$ cat src/rtl/scpad_pkg.sv
// Shared scratchpad types: request format and requester-count constants
// used by the request arbiter and its per-source FIFOs.
package scpad_pkg;

    localparam int NUM_SCPADS   = 2;
    localparam int NUM_COLS     = 4;
    localparam int ELEM_BITS    = 8;
    localparam int ROW_ADDR_W   = 8;
    localparam int SCPAD_ID_W   = $clog2(NUM_SCPADS);

    // Requesters: vector core, systolic array, DMA
    localparam int NUM_REQ_SRCS = 3;
    localparam int SRC_ID_W     = $clog2(NUM_REQ_SRCS);

    typedef struct packed {
        logic                                 write;
        logic [SCPAD_ID_W-1:0]                scpad_id;
        logic [ROW_ADDR_W-1:0]                addr;
        logic [NUM_COLS-1:0]                  mask;
        logic [NUM_COLS-1:0][ELEM_BITS-1:0]   data;
    } scpad_req_t;

endpackage

$ cat src/rtl/scpad_req_fifo.sv
// Small synchronous FIFO of scratchpad requests; full/empty are registered so
// the upstream ready never depends combinationally on the pop side.
module scpad_req_fifo
    import scpad_pkg::*;
#(
    parameter int DEPTH = 4
) (
    input  logic                   clk,
    input  logic                   rst_n,
    input  logic                   push,
    input  scpad_req_t             din,
    input  logic                   pop,
    output scpad_req_t             dout,
    output logic                   full,
    output logic                   empty,
    output logic [$clog2(DEPTH):0] count
);

    localparam int PTR_W = $clog2(DEPTH);
    localparam int CNT_W = PTR_W + 1;

    scpad_req_t         mem_r [DEPTH];
    logic [PTR_W-1:0]   wr_ptr_r;
    logic [PTR_W-1:0]   rd_ptr_r;
    logic [CNT_W-1:0]   count_r;
    logic [CNT_W-1:0]   count_nxt_s;
    logic               full_r;
    logic               empty_r;
    logic               push_s;
    logic               pop_s;

    // Qualified push/pop and next occupancy
    always_comb begin
        push_s      = push && !full_r;
        pop_s       = pop && !empty_r;
        count_nxt_s = count_r;
        if (push_s && !pop_s) begin
            count_nxt_s = count_r + CNT_W'(1);
        end else if (!push_s && pop_s) begin
            count_nxt_s = count_r - CNT_W'(1);
        end else begin
            count_nxt_s = count_r;
        end
    end

    // Storage array write port
    always_ff @(posedge clk) begin
        if (push_s) begin
            mem_r[wr_ptr_r] <= din;
        end
    end

    // Pointers (wrap naturally at power-of-two depth), count and status flags
    always_ff @(posedge clk or negedge rst_n) begin
        if (!rst_n) begin
            wr_ptr_r <= '0;
            rd_ptr_r <= '0;
            count_r  <= '0;
            full_r   <= 1'b0;
            empty_r  <= 1'b1;
        end else begin
            if (push_s) begin
                wr_ptr_r <= wr_ptr_r + PTR_W'(1);
            end
            if (pop_s) begin
                rd_ptr_r <= rd_ptr_r + PTR_W'(1);
            end
            count_r <= count_nxt_s;
            full_r  <= (count_nxt_s == CNT_W'(DEPTH));
            empty_r <= (count_nxt_s == CNT_W'(0));
        end
    end

    assign dout  = mem_r[rd_ptr_r];
    assign full  = full_r;
    assign empty = empty_r;
    assign count = count_r;

endmodule

$ cat src/rtl/scpad_req_arbiter.sv
// Merges per-source scratchpad requests into one valid/ready channel using
// round-robin arbitration over per-source FIFOs and a registered output stage.
module scpad_req_arbiter
    import scpad_pkg::*;
#(
    parameter int NUM_SRCS   = NUM_REQ_SRCS,
    parameter int FIFO_DEPTH = 4,
    parameter int SRC_ID_W   = $clog2(NUM_SRCS)
) (
    input  logic                          CLK,
    input  logic                          nRST,
    input  logic       [NUM_SRCS-1:0]     src_valid,
    output logic       [NUM_SRCS-1:0]     src_ready,
    input  scpad_req_t [NUM_SRCS-1:0]     src_req,
    output logic                          out_valid,
    input  logic                          out_ready,
    output scpad_req_t                    out_req,
    output logic       [SRC_ID_W-1:0]     out_src,
    output logic                          busy
);

    localparam int CNT_W = $clog2(FIFO_DEPTH) + 1;

    scpad_req_t [NUM_SRCS-1:0]            fifo_dout_s;
    logic       [NUM_SRCS-1:0]            fifo_full_s;
    logic       [NUM_SRCS-1:0]            fifo_empty_s;
    logic       [NUM_SRCS-1:0][CNT_W-1:0] fifo_count_s;
    logic       [NUM_SRCS-1:0]            fifo_ne_s;
    logic       [NUM_SRCS-1:0]            push_s;
    logic       [NUM_SRCS-1:0]            pop_s;

    logic [SRC_ID_W-1:0] grant_s;
    logic [SRC_ID_W-1:0] search_s;
    logic                grant_found_s;
    logic                load_s;

    logic                out_valid_r;
    scpad_req_t          out_req_r;
    logic [SRC_ID_W-1:0] out_src_r;
    logic [SRC_ID_W-1:0] rr_last_r;

    for (genvar i = 0; i < NUM_SRCS; i++) begin : g_src
        assign push_s[i]    = src_valid[i] && !fifo_full_s[i];
        assign pop_s[i]     = load_s && (grant_s == SRC_ID_W'(i));
        assign src_ready[i] = !fifo_full_s[i];
        assign fifo_ne_s[i] = (fifo_count_s[i] != CNT_W'(0));

        scpad_req_fifo #(
            .DEPTH (FIFO_DEPTH)
        ) u_fifo (
            .clk   (CLK),
            .rst_n (nRST),
            .push  (push_s[i]),
            .din   (src_req[i]),
            .pop   (pop_s[i]),
            .dout  (fifo_dout_s[i]),
            .full  (fifo_full_s[i]),
            .empty (fifo_empty_s[i]),
            .count (fifo_count_s[i])
        );
    end

    // Round-robin search starting one past the last granted source
    always_comb begin
        grant_s       = '0;
        grant_found_s = 1'b0;
        search_s      = rr_last_r;
        for (int k = 0; k < NUM_SRCS; k++) begin
            search_s = (search_s == SRC_ID_W'(NUM_SRCS - 1)) ? SRC_ID_W'(0) : search_s + SRC_ID_W'(1);
            if (!grant_found_s && !fifo_empty_s[search_s]) begin
                grant_s       = search_s;
                grant_found_s = 1'b1;
            end else begin
                grant_found_s = grant_found_s;
            end
        end
    end

    // Output register may refill when empty or being drained this cycle
    always_comb begin
        load_s = (!out_valid_r || out_ready) && grant_found_s;
    end

    // Output stage and arbitration pointer; a stalled output holds everything
    always_ff @(posedge CLK or negedge nRST) begin
        if (!nRST) begin
            out_valid_r <= 1'b0;
            out_req_r   <= '0;
            out_src_r   <= '0;
            rr_last_r   <= SRC_ID_W'(NUM_SRCS - 1);
        end else if (load_s) begin
            out_valid_r <= 1'b1;
            out_req_r   <= fifo_dout_s[grant_s];
            out_src_r   <= grant_s;
            rr_last_r   <= grant_s;
        end else if (out_ready) begin
            out_valid_r <= 1'b0;
        end
    end

    assign out_valid = out_valid_r;
    assign out_req   = out_req_r;
    assign out_src   = out_src_r;
    assign busy      = out_valid_r || (|fifo_ne_s);

endmodule

$ cat config.mk
export PLATFORM = sky130hd
export DESIGN_NAME = scpad_req_arbiter
export DESIGN_NICKNAME = d
export VERILOG_FILES = /design/src/rtl/scpad_pkg.sv /design/src/rtl/scpad_req_fifo.sv /design/src/rtl/scpad_req_arbiter.sv
export SDC_FILE = /design/constraint.sdc
export NUM_CORES = 1
export LEC_CHECK = 0
export ABC_AREA = 1
export BUFFER_PORTS_ARGS = -buffer_cell sky130_fd_sc_hd__buf_2
export CAP_MARGIN = 20
export CORE_MARGIN = 5
export CORE_UTILIZATION = 25
export DETAILED_ROUTE_END_ITERATION = 10
export HOLD_SLACK_MARGIN = 0.12
export PLACE_DENSITY = 0.52
export RECOVER_POWER = 100
export SLEW_MARGIN = 30
export SYNTH_ARGS = -nofsm -noshare
export SYNTH_HDL_FRONTEND = slang
export SYNTH_HIERARCHICAL = 1
export SYNTH_SLANG_ARGS = --single-unit
$ cat constraint.sdc
create_clock -name CLK -period 7.79 [get_ports CLK]
set_input_delay 2.337 -clock CLK [delete_from_list [all_inputs] [get_ports CLK]]
set_output_delay 2.337 -clock CLK [all_outputs]
set_load 0.01 [all_outputs]
* Word level (Yosys, flattened, before mapping)
Memories as Yosys holds them, arrays and structs flattened.
Index checks and enable logic that the tools add are counted.
Widths: inputs -> output; s select.
** Storage, ports and cells
- ROM bits :: 0
- Bits in writable memories :: 552
- Latch bits :: 0
- Input bits :: 144
- Word-level logic and storage cells :: 135
- Memories :: 3
- Bits in registers :: 78
** Memory list
- g_src[0].u_fifo.mem_r :: words 4, bits a word 46, rd ports 1, clocked after Yosys merged registers in 0, wr ports 1, line scpad_req_fifo.sv:22 : scpad_req_t mem_r [DEPTH];
- g_src[1].u_fifo.mem_r :: words 4, bits a word 46, rd ports 1, clocked after Yosys merged registers in 0, wr ports 1, line scpad_req_fifo.sv:22
- g_src[2].u_fifo.mem_r :: words 4, bits a word 46, rd ports 1, clocked after Yosys merged registers in 0, wr ports 1, line scpad_req_fifo.sv:22
** Operators by class
- Muxes and demuxes :: 31
- Multipliers :: 0
- $add $sub $neg :: 15
- Bitwise gates (word level) :: 0
- Divide/modulo/power cells :: 0
- $lt $le $gt $ge :: 4
- Equal/unequal tests :: 8
- Reduce and logical (&&, ||, !) cells :: 48
- Shifts and indexed selects :: 0
** Operators by type and width (number)
- $bmux 46 s2 :: 1
- $mux 46 :: 1
- $logic_and 1x1->1 :: 21
- $add 2x1->2 const B :: 9
- $mux 3 :: 6
- $logic_not 1->1 :: 16
- $mux 1 :: 14
- $lt 2x3->1 const B :: 4
- $mux 2 :: 6
- $add 3x1->3 const B :: 3
- $eq 3x3->1 const B :: 3
- $logic_not 3->1 :: 3
- $reduce_bool 3->1 :: 3
- $sub 3x1->3 const B :: 3
- $eq 2x2->1 const B :: 4
- $bmux 1 s2 :: 3
- $reduce_or 3->1 :: 1
- $eq 2x1->1 const B :: 1
- $logic_not 2->1 :: 1
- $logic_or 1x1->1 :: 2
- $reduce_bool 2->1 :: 1

* Depth between registers and ports, before layout
Gate-level depths: netlist (run 1).
- Depth in word-level cells :: 19
- Mapped depth :: 21

* Hierarchy
The synthesis (run 1) kept the hierarchy.
** Modules (own cells, without submodules)
- scpad_req_fifo (g_src[1].u_fifo) :: instances 1, cells each 529, sequential area each 5751.8 um^2, area an instance 7603.5 um^2
- scpad_req_fifo (g_src[2].u_fifo) :: instances 1, cells each 529, sequential area each 5751.8 um^2, area an instance 7407.1 um^2
- scpad_req_fifo (g_src[0].u_fifo) :: instances 1, cells each 526, sequential area each 5751.8 um^2, area an instance 7405.9 um^2
- scpad_req_arbiter :: instances 1, cells each 514, sequential area each 1252.5 um^2, area an instance 3403.3 um^2

* Worst setup path after synthesis (run 1)
No wires, ideal clock.
- Path kind :: in2reg
- From :: input port src_valid[1]
- To :: memory g_src[1].u_fifo/mem_r[0][0] in the netlist's numbering (enable)
- Data required time :: 7340 ps
- Arrival time :: 4632 ps
- Path slack :: 2708 ps
- Buffers on the path :: 0
- Cell stages on the path :: 4
- Cells stage by stage :: inv_1 > nor2_1 > nand2_4 > nor2_1
** On the way
- Longest elaborated chain between the ends :: 4
** Ends and longest elaborated chain
- start: declaration :: line scpad_req_arbiter.sv:12 : input logic [NUM_SRCS-1:0] src_valid,
- $logic_and 1x1->1 :: line scpad_req_arbiter.sv:43 : assign push_s[i] = src_valid[i] && !fifo_full_s[i];
- via push_s[1] :: line scpad_req_arbiter.sv:29 : logic [NUM_SRCS-1:0] push_s;
- $logic_and 1x1->1 :: line scpad_req_fifo.sv:34 : push_s = push && !full_r;
- $mux 1 :: line scpad_req_fifo.sv:48 : if (push_s) begin
- $mux 1 (implied by the code) :: line scpad_req_fifo.sv:49 : mem_r[wr_ptr_r] <= din;
- end: declaration :: line scpad_req_fifo.sv:22
The timed path passes the listed nets, and every way through them passes these cells.

* Worst setup path in the final report (run 1)
- From :: input port src_valid[1]
- To :: memory g_src[1].u_fifo/mem_r[2][20] in the netlist's numbering (enable)
The elaborated chain is that of the path after synthesis.

==> results of run 1 <==
## layout make-up
cell class              instances  area (sq um)  area share, %
well taps                    1368          1710           5.72
multi-input cells            1156          5820           19.4
inverters                     195           739           2.47
diodes                         22          55.1          0.184
clock inverters                40           343           1.14
clock buffers                  85          1870           6.24
flip-flops and latches        629         18500           61.8
repair buffers                220           900           3.00
## worst min-delay path: stages, from the launching register on
cell	delay, ns
dfrtp_1	0.34
nor2_1	0.05
a21oi_1	0.10
## report_power, final
group	switching (W)	leakage, nW	internal, W
clock	0.00135	1.09	0.00183
sequential	0.000376	5.95	0.00460
combinational	0.00344	3.39	0.00119
## path summary, 6_finish.rpt
path / from / cells after the start / slack [ns] / end
worst max-delay path: src_valid[1] / 6 / 2.23 / g_src[1].u_fifo/mem_r[2][20]
worst min register to register: out_req[9] / 2 / 0.54 / out_req[9]
worst min-delay path: out_req[9] / 2 / 0.54 / out_req[9]
max in group asynchronous: nRST / 3 / 4.37 / g_src[2].u_fifo/empty
min in group asynchronous: nRST / 1 / 1.79 / out_valid
worst max register to register: rr_last_r[1] / 17 / 3.46 / g_src[2].u_fifo/full
## per-stage QoR
stage                     std cells  total power, W  utilization [%]  hold WS [ns]
after floorplan                2098         0.00797                -         0.516
after global placement         3567         0.00975             27.4         0.507
after detailed placement       3567         0.00978             27.4         0.522
after CTS                      3692          0.0130             29.6         0.534
after global routing           3701          0.0136             29.3         0.557
final                          3715          0.0128             29.3         0.538
## registers in the layout, summed over array words and instances, names as in the netlist, 2 cells and up
| name | flops |
|---|---|
| g_src.u_fifo/count | 9 |
| g_src.u_fifo/empty | 3 |
| g_src.u_fifo/full | 3 |
| g_src.u_fifo/mem_r | 552 |
| g_src.u_fifo/rd_ptr_r | 6 |
| g_src.u_fifo/wr_ptr_r | 6 |
| out_req | 46 |
| out_src | 2 |
## cells in the mapped netlist, types with 6 or more instances
cell        n  share of area [%]
nor2_1    323                4.7
xor2_1     10               0.34
edfxtp_1  552                 64
buf_4      11               0.32
buf_2      35               0.68
o22ai_1   127                3.1
o21ai_1    91                1.8
nand2_1   185                2.7
nand2_2    10               0.24
clkbuf_1   40               0.58
inv_2      16               0.23
buf_6      27                1.2
dfrtp_1    73                7.1
o21ai_0   210                4.1
inv_1     176                2.6
ha_1       18               0.87
a21oi_1    44               0.85
o22ai_2    11               0.53
o211ai_1   24               0.70
nor2_4     15               0.65
o21ai_2     6               0.20
nand3_1    61                1.2
## cells by family (layout without fill, tap and decap cells)
family / after synthesis / after routing / share of synthesized area [%]
adders and majority gates: 18 / 18 / 0.872
buffers and inverters: 313 / 540 / 5.82
AOI/OAI and AO/OA: 513 / 513 / 11.2
xor gates and xnor gates: 10 / 10 / 0.339
DFF: 629 / 629 / 71.7
other: 0 / 22 / 0
and+or+nand+nor: 615 / 615 / 10.1
## per-layer routing
metal / wire [um] / GRT usage, % / vias to the layer above
met1: 34000 / 18.3 / 7974
met5: 232 / 0 / -
met3: 6480 / 4.46 / 136
met4: 2650 / 6.07 / 34
li1: - / - / 7791
met2: 33100 / 19.4 / 464
==> results.md, run 1 <==
- Drt via density: 4.41
- Crit path max-delay family: buffers and inverters
- Status: finished, violations left
- Total track usage: 13.4%
- Initial DRC count: 1266
- GP Congestion: 0.795
- Post-synth EDFFs: 552
- Worst path most repeated cell: nor2_1
- Dpl ws: 3.08 ns
- Tmin final: 5.56 ns
- Avg Inst Size Synth: 12.3 sq um
- Crit path largest cell delay: 1.87 ns
- Hold bufs inserted after CTS: 0
- Slowest CP cell: clkbuf_1
- Failing checks: max-capacitance violations, max-slew violations
- Sequential share of the synthesized area: 71.7%
- Buf/Inv on CP: 3
- Vias after detailed routing: 16399
- Most common cell after layout, fill and taps aside: edfxtp_1
- Layout area overhead: 16.0%
- Fill cell count: 10557
- Post-Syn Nets: 2260
- CTS tree: built
- Routed WL: 76.5 mm
- First-pass DRT Iterations: 6
- Leak pwr: 10.4 nW
- Net count, final: 2433
- Synth warn: 6
- Clk Latency, worst-skew pair: 0.61 ns
- Hold Crit Class: reg2reg
- Ports: 197
- Power Density: 427 mW/mm^2
- Cells along the critical path: buf_2 -> inv_1 -> nor2_1 -> nand2_1 -> nor2_1 -> clkbuf_1
- Mapped Cells: 2098
- Startpoint types: primary input
- Library cells used by synthesis: 35
- Worst VDD drop: 187 uV
- WS Path Type: in2reg
- First-pass GRT wire length: 110 mm
- CTS H-Tree Depth: 3
- Post-CTS Resized: 0
- Largest net degree at the start of global routing: 94
- Highest-count cells in the layout ignoring fill and taps: 552 x edfxtp_1, 318 x nor2_1, 226 x o21ai_0, 214 x clkbuf_1, 193 x nand2_1
- Initial antenna violation count: 46
- Final period util: 71.3%
- Area after DPL: 0.0280 sq mm
- FMAX: 0.180 GHz
- Fin. max-slew vios: 565
- CTS Buf Count: 69
- Clock Pin Slew Worst Setup and Hold Paths: 0.05 ns
- Initial core utilization: 25.3%
- Share of flip-flops with an asynchronous set or reset: 12.2%
- Core area: 0.102 sq mm
- Crit. End Element: flop
- Total Neg Setup Slack: 0 ns
- Final worst slack: 2.23 ns
- RSZ-0062 raised after global routing: false
- CP required: 7.96 ns
- Setup Fix Bufs, Post-CTS: 0
- Die Ht: 331 um
- Synth Register Bits: 629
- Number of nets with antenna violations after detailed routing: 0
- Clk sinks: 629
- Vias in the first global route: 15799
- DIE AREA: 0.110 sq mm
- Final hold violations: 0
- Synth Flop Type: edfxtp_1
- Detailed placement HPWL: 50.2 mm
- Crit Path Max Fanout: 37
- Worst EP arrival: 5.73 ns
- Worst slew pin tran: 3.29 ns
- Row count: 117
- Remaining global-route overflow: 0
- Chip Width: 331 um
- IO buf count: 196
- Cell Area, Synth: 0.0258 sq mm
- Clock Skews: 0.0169 ns
- Max-cap viol count: 13
- WL/cell: 20.6 um
- Slew margin rel.: -120%
- DR DRC count: 0
- CTS Buffer Depth: 3
- Share of cells above drive strength 1: 8.56%
- CTS root buf: clkbuf_16
- # setup viols final: 0
- Finished Cell Area: 0.0299 sq mm
No activity file was read; power rests on OpenSTA's default activity.
==> run 2, diff against run 1 <==
Settings changed: PLACE_DENSITY 0.52 to 0.53.
Clock period 7.79 ns to 4.6 ns, I/O delays scaled along.
==> results.md, run 2 (synthesis results as in run 1) <==
- Crit Path Max Fanout: 20 (was 37)
- Net count, final: 2442 (was 2433)
- Largest net degree at the start of global routing: 94 (unchanged)
- RSZ-0062 raised after global routing: false (unchanged)
- Internal power: 0.0133 W (was 0.00761 W)
- Largest Register: g_src.u_fifo/mem_r (unchanged)
- Hold path endpoint: out_src[1] (was out_req[9])
- Finished Layout Cells: 3720 (was 3715)
- DIE AREA: 0.110 sq mm (unchanged)
- Seq pwr share: 37.9% (was 38.9%)
- Worst slew pin tran: 2.14 ns (was 3.29 ns)
- CTS root buf: clkbuf_16 (unchanged)
- Drt via density: 4.45 (was 4.41)
- CTS Buffer Depth: 3 (unchanged)
- Power Density: 730 mW/mm^2 (was 427 mW/mm^2)
- First-pass GRT wire length: 110 mm (about the same)
- Worst VDD drop: 512 uV (was 187 uV)
- Total track usage: 13.4% (about the same)
- Vias in the first global route: 15742 (was 15799)
- Number of nets with antenna violations after detailed routing: 0 (unchanged)
- Layout area overhead: 17.1% (was 16.0%)
- Row count: 117 (unchanged)
- Buf/Inv on CP: 3 (unchanged)
- Core area: 0.102 sq mm (unchanged)
- Crit. End Element: flop (unchanged)
- R2r endpoint: g_src[2].u_fifo/full (unchanged)
- FMAX: 0.259 GHz
- Die Ht: 331 um (unchanged)
- Clock Skews: 0.0232 ns (was 0.0169 ns)
- Share of cells above drive strength 1: 9.16% (was 8.56%)
- Routed WL: 76.0 mm (was 76.5 mm)
- Dpl ws: 1.09 ns (was 3.08 ns)
- CTS tree: built (unchanged)
- Max-cap viol count: 6 (was 13)
- Setup Fix Bufs, Post-CTS: 0 (unchanged)
- WL/cell: 20.4 um (was 20.6 um)
- Final period util: 84.0%
- CTS H-Tree Depth: 3 (unchanged)
- Remaining global-route overflow: 0 (unchanged)
- Tmin final: 3.87 ns
- Chip Width: 331 um (unchanged)
- Most common cell after layout, fill and taps aside: edfxtp_1 (unchanged)
- WS Path Type: in2reg (unchanged)
- Hold bufs inserted after CTS: 0 (unchanged)
- Hold Path Origin: out_src[1] (was out_req[9])
- Highest-count cells in the layout ignoring fill and taps: 552 x edfxtp_1, 320 x nor2_1, 212 x o21ai_0, 210 x clkbuf_1, 192 x nand2_1 (was 552 x edfxtp_1, 318 x nor2_1, 226 x o21ai_0, 214 x clkbuf_1, 193 x nand2_1)
- R2r setup slk: 0.85 ns (was 3.46 ns)
- CP required: 4.82 ns (was 7.96 ns)
- Status: finished, violations left (unchanged)
- Failing checks: max-capacitance violations, max-slew violations (unchanged)
- P_sw: 0.00876 W (was 0.00517 W)
- Initial DRC count: 1418 (was 1266)
- Crit path max-delay family: simple AND/OR/NAND/NOR gates (was buffers and inverters)
- Vias after detailed routing: 16538 (was 16399)
- Leak pwr: 10.6 nW (was 10.4 nW)
- Final hold violations: 0 (unchanged)
- Slowest CP cell: clkbuf_1 (unchanged)
- Total Neg Setup Slack: 0 ns (unchanged)
- Ports: 197 (unchanged)
- Cells along the critical path: buf_2 -> inv_1 -> nor2_1 -> nand2_1 -> nor2_1 -> clkbuf_1 (unchanged)
- CTS Buf Count: 71 (was 69)
- IO buf count: 196 (unchanged)
- R2r startpoint: rr_last_r[1] (unchanged)
- Clock Pin Slew Worst Setup and Hold Paths: 0.06 ns (was 0.05 ns)
- Slew margin rel.: -43.1% (was -120%)
- GP Congestion: 0.787 (was 0.795)
- Initial antenna violation count: 32 (was 46)
- Worst path most repeated cell: nor2_1 (unchanged)
- DR DRC count: 0 (unchanged)
- Clock power frac: 26.6% (was 24.9%)
- Clk sinks: 629 (unchanged)
- # setup viols final: 0 (unchanged)
- Net switching fraction of the power: 39.7% (was 40.4%)
- Final worst slack: 0.734 ns (was 2.23 ns)
- Clk Latency, worst-skew pair: 0.62 ns (was 0.61 ns)
- Initial core utilization: 25.3% (unchanged)
- Detailed placement HPWL: 50.7 mm (was 50.2 mm)
- First-pass DRT Iterations: 7 (was 6)
- R2R depth: 17 (unchanged)
- Fin. max-slew vios: 150 (was 565)
- Post-CTS Resized: 0 (unchanged)
- Final Util: 29.6% (was 29.3%)
- Combinational share of power: 35.5% (was 36.2%)
- Max reg flops: 552 (unchanged)
- Dpl cells: 3575 (was 3567)
- Crit path largest cell delay: 1.10 ns (was 1.87 ns)
- Worst EP arrival: 4.08 ns (was 5.73 ns)
- Startpoint types: primary input (unchanged)
- Hold Crit Depth: 2 (unchanged)
- Hold Crit Class: reg2reg (unchanged)
## run 2: worst max-delay path by stage
| stage | startpoint | endpoint | cells after the start |
|---|---|---|---|
| 2_1_floorplan | src_valid[1] | g_src[1].u_fifo/mem_r[0][0] | 4 |
| 3_3_place_gp | out_ready | g_src[0].u_fifo/empty | 12 |
| 3_5_place_dp | out_ready | g_src[0].u_fifo/full | 12 |
| 4_1_cts | g_src[1].u_fifo/count[1] | busy | 3 |
| 5_1_grt | rr_last_r[1] | g_src[2].u_fifo/full | 17 |
| 6_report | src_valid[0] | g_src[0].u_fifo/mem_r[3][33] | 6 |
## run 2: power groups by stage
stage | combinational (W) | clock, W | sequential [W]
6_report | 0.00785 | 0.00587 | 0.00837
3_5_place_dp | 0.00811 | 0 | 0.00844
5_1_grt | 0.00872 | 0.00628 | 0.00849
4_1_cts | 0.00813 | 0.00601 | 0.00833
3_3_place_gp | 0.00807 | 0 | 0.00843
2_1_floorplan | 0.00518 | 0 | 0.00831
## run 2: layout make-up
type	instances	area, sq um
Inverter	195	739
Clock inverter	41	569
Timing Repair Buffer	227	1000
Clock buffer	88	1870
Tap cell	1368	1710
Sequential cell	629	18500
Antenna cell	16	40.0
Multi-Input combinational cell	1156	5800
Fill cell	10541	71900
## run 2: per-stage QoR
step	hold WS, ns	instance area, sq um	total power [W]
after floorplan	0.516	25800	0.0135
after global placement	0.470	28100	0.0165
after detailed placement	0.469	28100	0.0165
after CTS	0.485	30600	0.0225
after global routing	0.516	30200	0.0235
final	0.498	30200	0.0221
## run 2: worst min-delay path: stages, from the launching register on
cell	delay, ns
dfrtp_1	0.35
nand2_1	0.06
nand2_1	0.06
## run 2: layer usage
metal  routed length, um  GRT usage, %  up-vias
met5                 138             0        -
met4                1590          3.35       24
met3                5850          4.20      121
met2               35000          20.9      479
met1               33500          18.2     8109
li1                    -             -     7805
==> run 3, diff against run 2 <==
Settings changed: ABC_AREA 1 to 0.
Clock period 4.6 ns to 3.45 ns, I/O delays scaled along.
==> results.md, run 3 <==
- Routed WL: 61.6 mm (was 76.0 mm)
- Mapped Cells: 1170 (was 2098)
- Die Ht: 322 um (was 331 um)
- Status: finished, violations left (unchanged)
- Highest-count cells in the layout ignoring fill and taps: 552 x edfxtp_1, 214 x clkbuf_1, 138 x mux4_2, 67 x dfrtp_1, 63 x inv_1 (was 552 x edfxtp_1, 320 x nor2_1, 212 x o21ai_0, 210 x clkbuf_1, 192 x nand2_1)
- Failing checks: max-capacitance violations, max-slew violations (unchanged)
- # setup viols final: 0 (unchanged)
- Top-area cell type share of the netlist area: 68.2% (was 64.2%)
- Final period util: 87.9%
- Final hold violations: 0 (unchanged)
- Share of cells above drive strength 1: 19.7% (was 9.16%)
- FMAX: 0.330 GHz
- Top post-synthesis cells by area: edfxtp_1 68%, mux4_2 13%, dfrtp_1 7.5% (was edfxtp_1 64%, dfrtp_1 7.1%, nor2_1 4.7%)
- WL/cell: 22.3 um (was 20.4 um)
- DR DRC count: 0 (unchanged)
- CTS tree: built (unchanged)
- Initial antenna violation count: 41 (was 32)
- Yosys top cell by area: edfxtp_1 (unchanged)
- Hold bufs inserted after CTS: 0 (unchanged)
- Largest Register: g_src.u_fifo/mem_r (unchanged)
- Fin. max-slew vios: 33 (was 150)
- Total Neg Setup Slack: 0 ns (unchanged)
- Tmin final: 3.03 ns
- Clk Latency, worst-skew pair: 0.62 ns (about the same)
- RSZ-0062 raised after global routing: false (unchanged)
- Worst VDD drop: 393 uV (was 512 uV)
- Slew margin rel.: -35.2% (was -43.1%)
- Sequential share of the synthesized area: 76.2% (was 71.7%)
- Total track usage: 11.6% (was 13.4%)
- Drt via density: 4.34 (was 4.45)
- Slowest CP cell: clkbuf_2 (was clkbuf_1)
- Vias after detailed routing: 11967 (was 16538)
- Post-synth EDFFs: 552 (unchanged)
- Remaining global-route overflow: 0 (unchanged)
- Largest net degree at the start of global routing: 50 (was 94)
- Clock Skews: 0.0200 ns (was 0.0232 ns)
- Crit path largest cell delay: 0.65 ns (was 1.10 ns)
- Leak pwr: 9.45 nW (was 10.6 nW)
- Row count: 114 (was 117)
- Synth warn: 6 (unchanged)
- Chip Width: 322 um (was 331 um)
- Most common cell after layout, fill and taps aside: edfxtp_1 (unchanged)
- Overall Power: 0.0251 W (was 0.0221 W)
- Most numerous cell in the Yosys netlist: edfxtp_1 (unchanged)
- Startpoint types: flop (was primary input)
- CTS Buffer Depth: 3 (unchanged)
- Layout area overhead: 18.3% (was 17.1%)
- Area after DPL: 0.0271 sq mm (was 0.0281 sq mm)
- Max-cap viol count: 1 (was 6)
- First-pass DRT Iterations: 5 (was 7)
- Setup Fix Bufs, Post-CTS: 0 (unchanged)
- CTS H-Tree Depth: 2 (was 3)
- Crit Path Max Fanout: 16 (was 20)
- Synth Flop Type: edfxtp_1 (unchanged)
- Net count, final: 1576 (was 2442)
- First-pass GRT wire length: 88.5 mm (was 110 mm)
- Final Util: 29.8% (was 29.6%)
- Share of flip-flops with an asynchronous set or reset: 12.2% (unchanged)
- Post-CTS Resized: 0 (unchanged)
- Fin Hold WS: 0.487 ns (was 0.498 ns)
- Avg Inst Size Synth: 20.8 sq um (was 12.3 sq um)
- Synth Register Bits: 629 (unchanged)
- Initial core utilization: 25.2% (was 25.3%)
- Crit. End Element: flop (unchanged)
- CTS root buf: clkbuf_16 (unchanged)
- Ports: 197 (unchanged)
- Worst slew pin tran: 2.03 ns (was 2.14 ns)
- Cells along the critical path: o21ai_0 -> a21oi_4 -> clkbuf_2 -> mux2i_1 -> o221ai_1 (was buf_2 -> inv_1 -> nor2_1 -> nand2_1 -> nor2_1 -> clkbuf_1)
- Number of nets with antenna violations after detailed routing: 0 (unchanged)
- Core area: 0.0966 sq mm (was 0.102 sq mm)
- Library cells used by synthesis: 48 (was 35)
- Cell Area, Synth: 0.0243 sq mm (was 0.0258 sq mm)
- Finished Cell Area: 0.0288 sq mm (was 0.0302 sq mm)
- Vias in the first global route: 12329 (was 15742)
- CP required: 3.89 ns (was 4.82 ns)
- Hold Crit Class: reg2reg (unchanged)
- Max reg flops: 552 (unchanged)
- WS Path Type: reg2reg (was in2reg)
- Top cells by count, synth: 552 x edfxtp_1, 138 x mux4_2, 73 x dfrtp_1 (was 552 x edfxtp_1, 323 x nor2_1, 210 x o21ai_0)
- Clk sinks: 629 (unchanged)
- GP Congestion: 0.747 (was 0.787)
- CTS Buf Count: 60 (was 71)
- Power Density: 874 mW/mm^2 (was 730 mW/mm^2)
- IO buf count: 196 (unchanged)
- Worst EP arrival: 3.47 ns (was 4.08 ns)
- Post-Syn Nets: 1332 (was 2260)
- Detailed placement HPWL: 42.2 mm (was 50.7 mm)
- Clock Pin Slew Worst Setup and Hold Paths: 0.06 ns (about the same)
- DIE AREA: 0.104 sq mm (was 0.110 sq mm)
- Initial DRC count: 893 (was 1418)
[run 3: changes by cell type in the layout (fill, tap and decap cells not counted), moves of 19 or more]
cell	previous run	this run
nor2_1	320	15
o21ai_0	212	5
mux4_2	0	138
nand2_1	192	60
o22ai_1	127	0
inv_1	175	63
o21ai_1	89	0
nand3_1	62	5
mux2i_1	0	46
o221ai_1	0	46
a21oi_1	44	1
o211ai_1	24	0
nor2_4	19	0
[run 3: per-stage QoR]
step,instances,setup slack [ns]
after floorplan,1170,0.309
after global placement,2628,0.537
after detailed placement,2628,0.526
after CTS,2741,0.634
after global routing,2742,0.311
final,2758,0.419
[run 3: worst paths after layout]
check	from	to	slack (ns)	cells past startpoint
max	g_src[2].u_fifo/empty	out_req[45]	0.42	5
min	out_req[4]	out_req[4]	0.49	2
max reg2reg	g_src[2].u_fifo/empty	out_req[45]	0.42	5
min reg2reg	out_req[4]	out_req[4]	0.49	2
max in group asynchronous	nRST	g_src[0].u_fifo/rd_ptr_r[0]	1.01	1
min in group asynchronous	nRST	g_src[2].u_fifo/full	1.00	1
[run 3: cells by family (layout without fill, tap and decap cells)]
family / Yosys count / after routing / share of synthesized area [%]
DFF: 629 / 629 / 76.2
muxes: 184 / 184 / 14.7
and+or+nand+nor: 137 / 137 / 2.84
buffers and inverters: 118 / 413 / 2.45
AOI/OAI and AO/OA: 67 / 67 / 2.31
adders and majority gates: 18 / 18 / 0.927
xor gates and xnor gates: 17 / 17 / 0.613
other: 0 / 17 / 0
[run 3: final cells by class]
cell class              count  area, sq um
inverters                  63          236
diodes                     17         42.5
fillers                  9425        67800
flip-flops and latches    629        18500
multi-input cells         423         5190
repair buffers            237         1150
clock buffers              85         1670
well taps                1276         1600
clock inverters            28          349
[run 3: per-layer routing]
metal	wire, um	global-route usage (%)	up-vias
met4	929	2.38	34
met2	28800	18.4	279
met3	5520	4.51	100
met1	26100	15.4	6327
li1	-	-	5227
met5	217	0	-
[run 3: report_power, final]
group	total (W)	internal, W	switching [W]
Sequential	0.0111	0.0101	0.00103
Clock	0.00669	0.00389	0.00279
Combinational	0.00736	0.00320	0.00416
[run 3: worst max-delay path, delay by kind of cell (launching register included)]
| kind | cells | cell delay [ns] |
|---|---|---|
| buf+inv | 1 | 0.65 |
| flops | 1 | 0.64 |
| mux | 1 | 0.58 |
| compound gates | 3 | 0.95 |
